`src/rtl/video_term_pkg.sv`:
```
// Shared definitions for the video terminal input path: default widths,
// handshake timing and the character-handshake FSM state encoding.
package video_term_pkg;

    localparam int VT_DATA_W     = 7;
    localparam int VT_ACK_CYCLES = 4;

    typedef logic [1:0] vt_state_t;

    // state       | meaning
    // ST_IDLE     | waiting for das; rda = ~full; counts stall cycles when full
    // ST_CAPTURE  | one cycle, rd written into FIFO, rda low
    // ST_ACK      | rda held low until ACK_CYCLES low cycles have elapsed
    // ST_WAIT_DA_LOW | das still high after ack; wait for it to drop
    localparam logic [1:0] ST_IDLE        = 2'd0;
    localparam logic [1:0] ST_CAPTURE     = 2'd1;
    localparam logic [1:0] ST_ACK         = 2'd2;
    localparam logic [1:0] ST_WAIT_DA_LOW = 2'd3;

endpackage

```
`src/rtl/sync_fifo.sv`:
```
// Circular FIFO with a registered head (no fall-through): head_data and
// head_valid change the cycle after a pop or after a push into an empty FIFO.
// Occupancy includes the entry currently presented on the head.
module sync_fifo #(
    parameter int DATA_W = 7,
    parameter int DEPTH  = 16
) (
    input  logic                       clk,
    input  logic                       rst,
    input  logic                       flush,
    input  logic                       push,
    input  logic [DATA_W-1:0]          push_data,
    input  logic                       pop,
    output logic [DATA_W-1:0]          head_data,
    output logic                       head_valid,
    output logic [$clog2(DEPTH+1)-1:0] count,
    output logic                       full
);

    localparam int PTR_W = $clog2(DEPTH);
    localparam int CNT_W = $clog2(DEPTH+1);

    logic [DATA_W-1:0] mem [DEPTH];
    logic [PTR_W-1:0]  rd_ptr;
    logic [PTR_W-1:0]  wr_ptr;
    logic [PTR_W-1:0]  rd_next;
    logic              empty;
    logic              push_ok;
    logic              pop_ok;
    logic [CNT_W-1:0]  remain;

    // full is taken from the registered count, so a pop never frees a slot
    // for a push in the same cycle.
    assign full    = (count == CNT_W'(DEPTH));
    assign empty   = (count == '0);
    assign push_ok = push && !full;
    assign pop_ok  = pop && !empty;
    assign rd_next = rd_ptr + PTR_W'(1);
    assign remain  = count - CNT_W'(pop_ok);

    // Storage write; a push coinciding with flush is discarded.
    always_ff @(posedge clk) begin
        if (push_ok && !flush) begin
            mem[wr_ptr] <= push_data;
        end
    end

    // Pointers, occupancy and registered head.
    always_ff @(posedge clk) begin
        if (rst) begin
            rd_ptr     <= '0;
            wr_ptr     <= '0;
            count      <= '0;
            head_valid <= 1'b0;
            head_data  <= '0;
        end else if (flush) begin
            rd_ptr     <= '0;
            wr_ptr     <= '0;
            count      <= '0;
            head_valid <= 1'b0;
        end else begin
            if (push_ok) begin
                wr_ptr <= wr_ptr + PTR_W'(1);
            end
            if (pop_ok) begin
                rd_ptr <= rd_next;
            end
            count <= remain + CNT_W'(push_ok);
            if (pop_ok || (push_ok && empty)) begin
                head_valid <= (remain != '0) || push_ok;
                // With nothing left behind the head, the new head is the
                // character being pushed right now (not yet in storage).
                if (remain != '0) begin
                    head_data <= mem[rd_next];
                end else if (push_ok) begin
                    head_data <= push_data;
                end
            end
        end
    end

endmodule

```
`src/rtl/video_char_buffer.sv`:
```
// Input stage of the video terminal: synchronises the PIA data-available
// strobe, runs the rda acknowledge handshake and buffers characters in a
// FIFO presented to the display core as a valid/ready stream.
module video_char_buffer
    import video_term_pkg::*;
#(
    parameter int DATA_W      = VT_DATA_W,
    parameter int DEPTH       = 16,
    parameter int SYNC_STAGES = 2,
    parameter int ACK_CYCLES  = VT_ACK_CYCLES
) (
    input  logic                       clk,
    input  logic                       rst,
    input  logic [DATA_W-1:0]          rd,
    input  logic                       da,
    output logic                       rda,
    input  logic                       flush,
    output logic [DATA_W-1:0]          out_data,
    output logic                       out_valid,
    input  logic                       out_ready,
    output logic [$clog2(DEPTH+1)-1:0] count,
    output logic                       overrun
);

    localparam int ACK_W       = $clog2(ACK_CYCLES+1);
    localparam int STALL_LIMIT = DEPTH * ACK_CYCLES;
    localparam int STALL_W     = $clog2(STALL_LIMIT+1);

    logic [SYNC_STAGES-1:0] sync_q;
    logic                   das;
    vt_state_t              state;
    vt_state_t              state_next;
    logic [ACK_W-1:0]       ack_tmr;
    logic [STALL_W-1:0]     stall_tmr;
    logic                   ack_done;
    logic                   stalling;
    logic                   rda_int;
    logic                   push;
    logic                   full;

    // da synchroniser; das is the last stage.
    always_ff @(posedge clk) begin
        if (rst) begin
            sync_q <= '0;
        end else begin
            sync_q <= {sync_q[SYNC_STAGES-2:0], da};
        end
    end

    assign das      = sync_q[SYNC_STAGES-1];
    assign ack_done = (ack_tmr == '0);
    assign stalling = (state == ST_IDLE) && das && full;

    // Handshake next-state, rda level and FIFO write strobe.
    always_comb begin
        state_next = state;
        rda_int    = 1'b0;
        push       = 1'b0;
        case (state)
            ST_IDLE: begin
                rda_int = !full;
                if (das && !full) begin
                    state_next = ST_CAPTURE;
                end
            end
            ST_CAPTURE, ST_ACK: begin
                push = (state == ST_CAPTURE);
                if (!ack_done) begin
                    state_next = ST_ACK;
                end else if (das) begin
                    state_next = ST_WAIT_DA_LOW;
                end else begin
                    state_next = ST_IDLE;
                end
            end
            ST_WAIT_DA_LOW: begin
                rda_int = !full;
                if (!das) begin
                    state_next = ST_IDLE;
                end
            end
            default: begin
                state_next = ST_IDLE;
            end
        endcase
    end

    // rda is forced low while reset is held so the PIA only sees it rise
    // once the block is out of reset.
    assign rda = !rst && rda_int;

    // State register; flush deliberately leaves the handshake running.
    always_ff @(posedge clk) begin
        if (rst) begin
            state <= ST_IDLE;
        end else begin
            state <= state_next;
        end
    end

    // Ack down-counter: remaining low cycles after the current one, loaded
    // on CAPTURE entry so the low time includes the CAPTURE cycle.
    always_ff @(posedge clk) begin
        if (rst) begin
            ack_tmr <= '0;
        end else if ((state == ST_IDLE) && (state_next == ST_CAPTURE)) begin
            ack_tmr <= ACK_W'(ACK_CYCLES - 1);
        end else if (((state == ST_CAPTURE) || (state == ST_ACK)) && !ack_done) begin
            ack_tmr <= ack_tmr - ACK_W'(1);
        end
    end

    // Stall down-counter: reloads whenever not stalling, saturates at zero.
    always_ff @(posedge clk) begin
        if (rst || flush || !stalling) begin
            stall_tmr <= STALL_W'(STALL_LIMIT);
        end else if (stall_tmr != '0) begin
            stall_tmr <= stall_tmr - STALL_W'(1);
        end
    end

    // Sticky overrun, set on the last cycle of a full stall window.
    always_ff @(posedge clk) begin
        if (rst || flush) begin
            overrun <= 1'b0;
        end else if (stalling && (stall_tmr == STALL_W'(1))) begin
            overrun <= 1'b1;
        end
    end

    sync_fifo #(
        .DATA_W (DATA_W),
        .DEPTH  (DEPTH)
    ) u_fifo (
        .clk        (clk),
        .rst        (rst),
        .flush      (flush),
        .push       (push),
        .push_data  (rd),
        .pop        (out_ready),
        .head_data  (out_data),
        .head_valid (out_valid),
        .count      (count),
        .full       (full)
    );

endmodule

```
`config.mk`:
```
export PLATFORM = sky130hd
export DESIGN_NAME = video_char_buffer
export DESIGN_NICKNAME = d
export VERILOG_FILES = /design/src/rtl/video_term_pkg.sv /design/src/rtl/sync_fifo.sv /design/src/rtl/video_char_buffer.sv
export SDC_FILE = /design/constraint.sdc
export NUM_CORES = 1
export LEC_CHECK = 0
export CORE_ASPECT_RATIO = 0.8
export CORE_MARGIN = 5
export CORE_UTILIZATION = 49
export CTS_BUF_LIST = sky130_fd_sc_hd__clkbuf_16
export CTS_CLUSTER_SIZE = 10
export DETAILED_ROUTE_END_ITERATION = 12
export DONT_BUFFER_PORTS = 1
export MAX_ROUTING_LAYER = met4
export PLACE_DENSITY = 0.66
export SLEW_MARGIN = 20
export SYNTH_ARGS = -nofsm -noshare
export SYNTH_HDL_FRONTEND = slang
export SYNTH_SLANG_ARGS = --single-unit
```
`constraint.sdc`:
```
create_clock -name clk -period 3 [get_ports clk]
set_clock_uncertainty 0.15 [all_clocks]
set_input_delay 0.45 -clock clk [delete_from_list [all_inputs] [get_ports clk]]
set_output_delay 0.45 -clock clk [all_outputs]
set_load 0.01 [all_outputs]
```
==> impl_metrics.json <==
{
  "outcome": "finished clean",
  "synth.cell_area_mm2": 0.00635,
  "drv_cap": 0,
  "setup_viol": 0,
  "maxSlewViolCount": 0,
  "synth_top_area_cell": "edfxtp_1",
  "clkSinkCount": 148,
  "hp-class": "in2reg",
  "criticalPathCategory": "reg2reg",
  "nets": 487,
  "dr.pass1.iters": 4,
  "synth_edf_count": 112,
  "ys.flop_type": "edfxtp_1",
  "fin_crit_sh_pct": 96.6,
  "synthTopCellsByArea": "edfxtp_1 53%, dfxtp_1 11%, mux4_2 6.7%",
  "hpwl_um": 8550,
  "drtAntennaViolNets": 0,
  "fin_hold_ws_ns": 0.00704,
  "crit_path_start_kind": "flip-flop",
  "totalNegativeSetupSlack_ns": 0,
  "power.density_mw_per_mm2": 648,
  "clockBufferDepth": 2,
  "synth_top_area_share_pct": 52.9,
  "syn_inst": 424,
  "final_common_cell": "edfxtp_1",
  "power_mw": 4.79,
  "start_util_pct": 49.7,
  "placeableCoreArea_mm2": 0.0128,
  "final_cells": 648,
  "finalCriticalPeriod_ns": 2.90,
  "cts_buffers": 17,
  "seq_area_frac_synth_pct": 64.3,
  "grt_pass1_vias": 3653,
  "ios": 27,
  "syn_avg_cell_area_um2": 15.0,
  "drc_errors": 0,
  "rsz0062_at_grt": "false",
  "syn_to_final_growth_pct": 16.5,
  "io_buffers": 0,
  "grt_max_degree": 39,
  "required_ns": 3.14,
  "final_cell_mix": "112 x edfxtp_1, 47 x nor2_1, 35 x dfxtp_1",
  "critPathCaptureType": "flip-flop",
  "grt_pass1_wl_um": 21300,
  "max_freq_ghz": 0.345,
  "die_w_um": 137,
  "dp_cells": 604,
  "clockRootBuffer": "clkbuf_16",
  "drt-initial-drc-count": 328,
  "die_y_um": 112,
  "die_area_mm2": 0.0154,
  "wirelength_um": 13600,
  "ys_async_sr_fraction_pct": 0,
  "max_slew_margin_pct": 50.1,
  "vias": 3623,
  "antenna_found_initial": 1,
  "cts_tree": "yes",
  "r2r_start": "u_fifo.count[2]$_SDFF_PP0_",
  "holdCritStartpoint": "da",
  "gp_congestion": 0.808,
  "worstSetupStartpoint": "u_fifo.count[2]$_SDFF_PP0_",
  "p_leak_nw": 2.44,
  "tightest_slew_ns": 0.745,
  "final_core_util_pct": 57.9,
  "overflow": 0,
  "yosys_warnings": 0,
  "cp.arrival_ns": 3.03,
  "crit_fanout": 4,
  "clkSlewWorstSetupHoldPaths_ns": 0.06,
  "drive_gt1_share_pct": 20.8,
  "final_hold_viol_count": 0,
  "wl_per_cell_um": 21.0,
  "synth_fp_nets": 452,
  "rows": 37,
  "ys_types": 49,
  "ys_ff_latch": 148,
  "h-tree-depth": 4,
  "vdd.ir_drop.worst_v": 0.000435,
  "track_usage_pct": 19.8,
  "worstSkewPairLatency_ns": 0.43,
  "vias_per_cell": 5.59
}
## repair_timing
| action | CTS | global route |
|---|---|---|
| buffers inserted | 0 | 2 |
| endpoints found under the hold margin | 125 | 0 |
| setup endpoints to repair | 0 | 7 |
| gates resized for setup | 0 | 3 |
| hold buffers | 8 | 0 |
## routing by layer
metal	vias up	GRT usage [%]	wire length, um
met5	-	-	0
met4	0	7.78	354
met3	18	6.87	978
met2	107	26.4	6000
met1	1818	27.6	6270
li1	1680	-	-
## final timing paths
path	endpoint	slack [ns]	cells past startpoint
setup / recovery	u_fifo.head_data[1]$_SDFFE_PP0P_	0.10	11
hold / removal	sync_q[0]$_SDFF_PP0_	0.007	1
setup reg to reg	u_fifo.head_data[1]$_SDFFE_PP0P_	0.10	11
hold reg to reg	sync_q[1]$_SDFF_PP0_	0.29	1
## synth_stat cells, types with 8 or more instances
master	count
edfxtp_1	112
nor2_1	47
dfxtp_1	36
mux2i_1	22
nand2_1	21
mux4_2	19
a21oi_1	18
ha_1	16
inv_1	15
xnor2_1	12
and2_1	8
o21ai_0	8
## registers in the layout (all words and copies together), names as in the netlist
name	flops
u_fifo.rd_ptr	4
sync_q	2
ack_tmr	3
overrun	1
u_fifo.wr_ptr	4
u_fifo.head_valid	1
state	2
u_fifo.head_data	7
u_fifo.count	5
stall_tmr	7
u_fifo.mem	112
## where the power goes
part           internal [mW]  switching (mW)
registers               2.22          0.0216
logic                  0.218           0.281
clock network           1.16           0.890
## worst max-delay path, stage by stage (launching register included)
cell	delay (ns)
dfxtp_4	0.34
or4_4	0.58
o21ai_4	0.18
inv_2	0.07
ha_2	0.19
ha_4	0.25
inv_1	0.07
nor4_4	0.34
buf_4	0.21
nand3_2	0.15
a21oi_2	0.17
a311oi_1	0.05
## through the flow
step / setup slack, ns / cell area [um2]
4_1_cts: 0.0204 / 7360
3_3_place_gp: 0.113 / 6710
2_1_floorplan: 0.00507 / 6440
5_1_grt: 0.00692 / 7400
6_report: 0.103 / 7400
3_5_place_dp: 0.0334 / 6710
## cells by family after synthesis
group	count (synthesis)	share of synthesized area (%)
flops	148	64.3
simple gates	108	8.37
compound gates	53	5.57
mux	48	12.6
buf+inv	30	2.68
xor+xnor	21	3.31
fa+ha+maj	16	3.15
## area by class of cell
type	count	area [um2]
Multi-Input combinational cell	247	2190
Clock inverter	15	146
Sequential cell	148	4090
Fill cell	1012	5380
Inverter	16	60.1
Timing Repair Buffer	29	267
Antenna cell	1	2.50
Tap cell	175	219
Clock buffer	17	425
(Power assumes the default switching activity.)
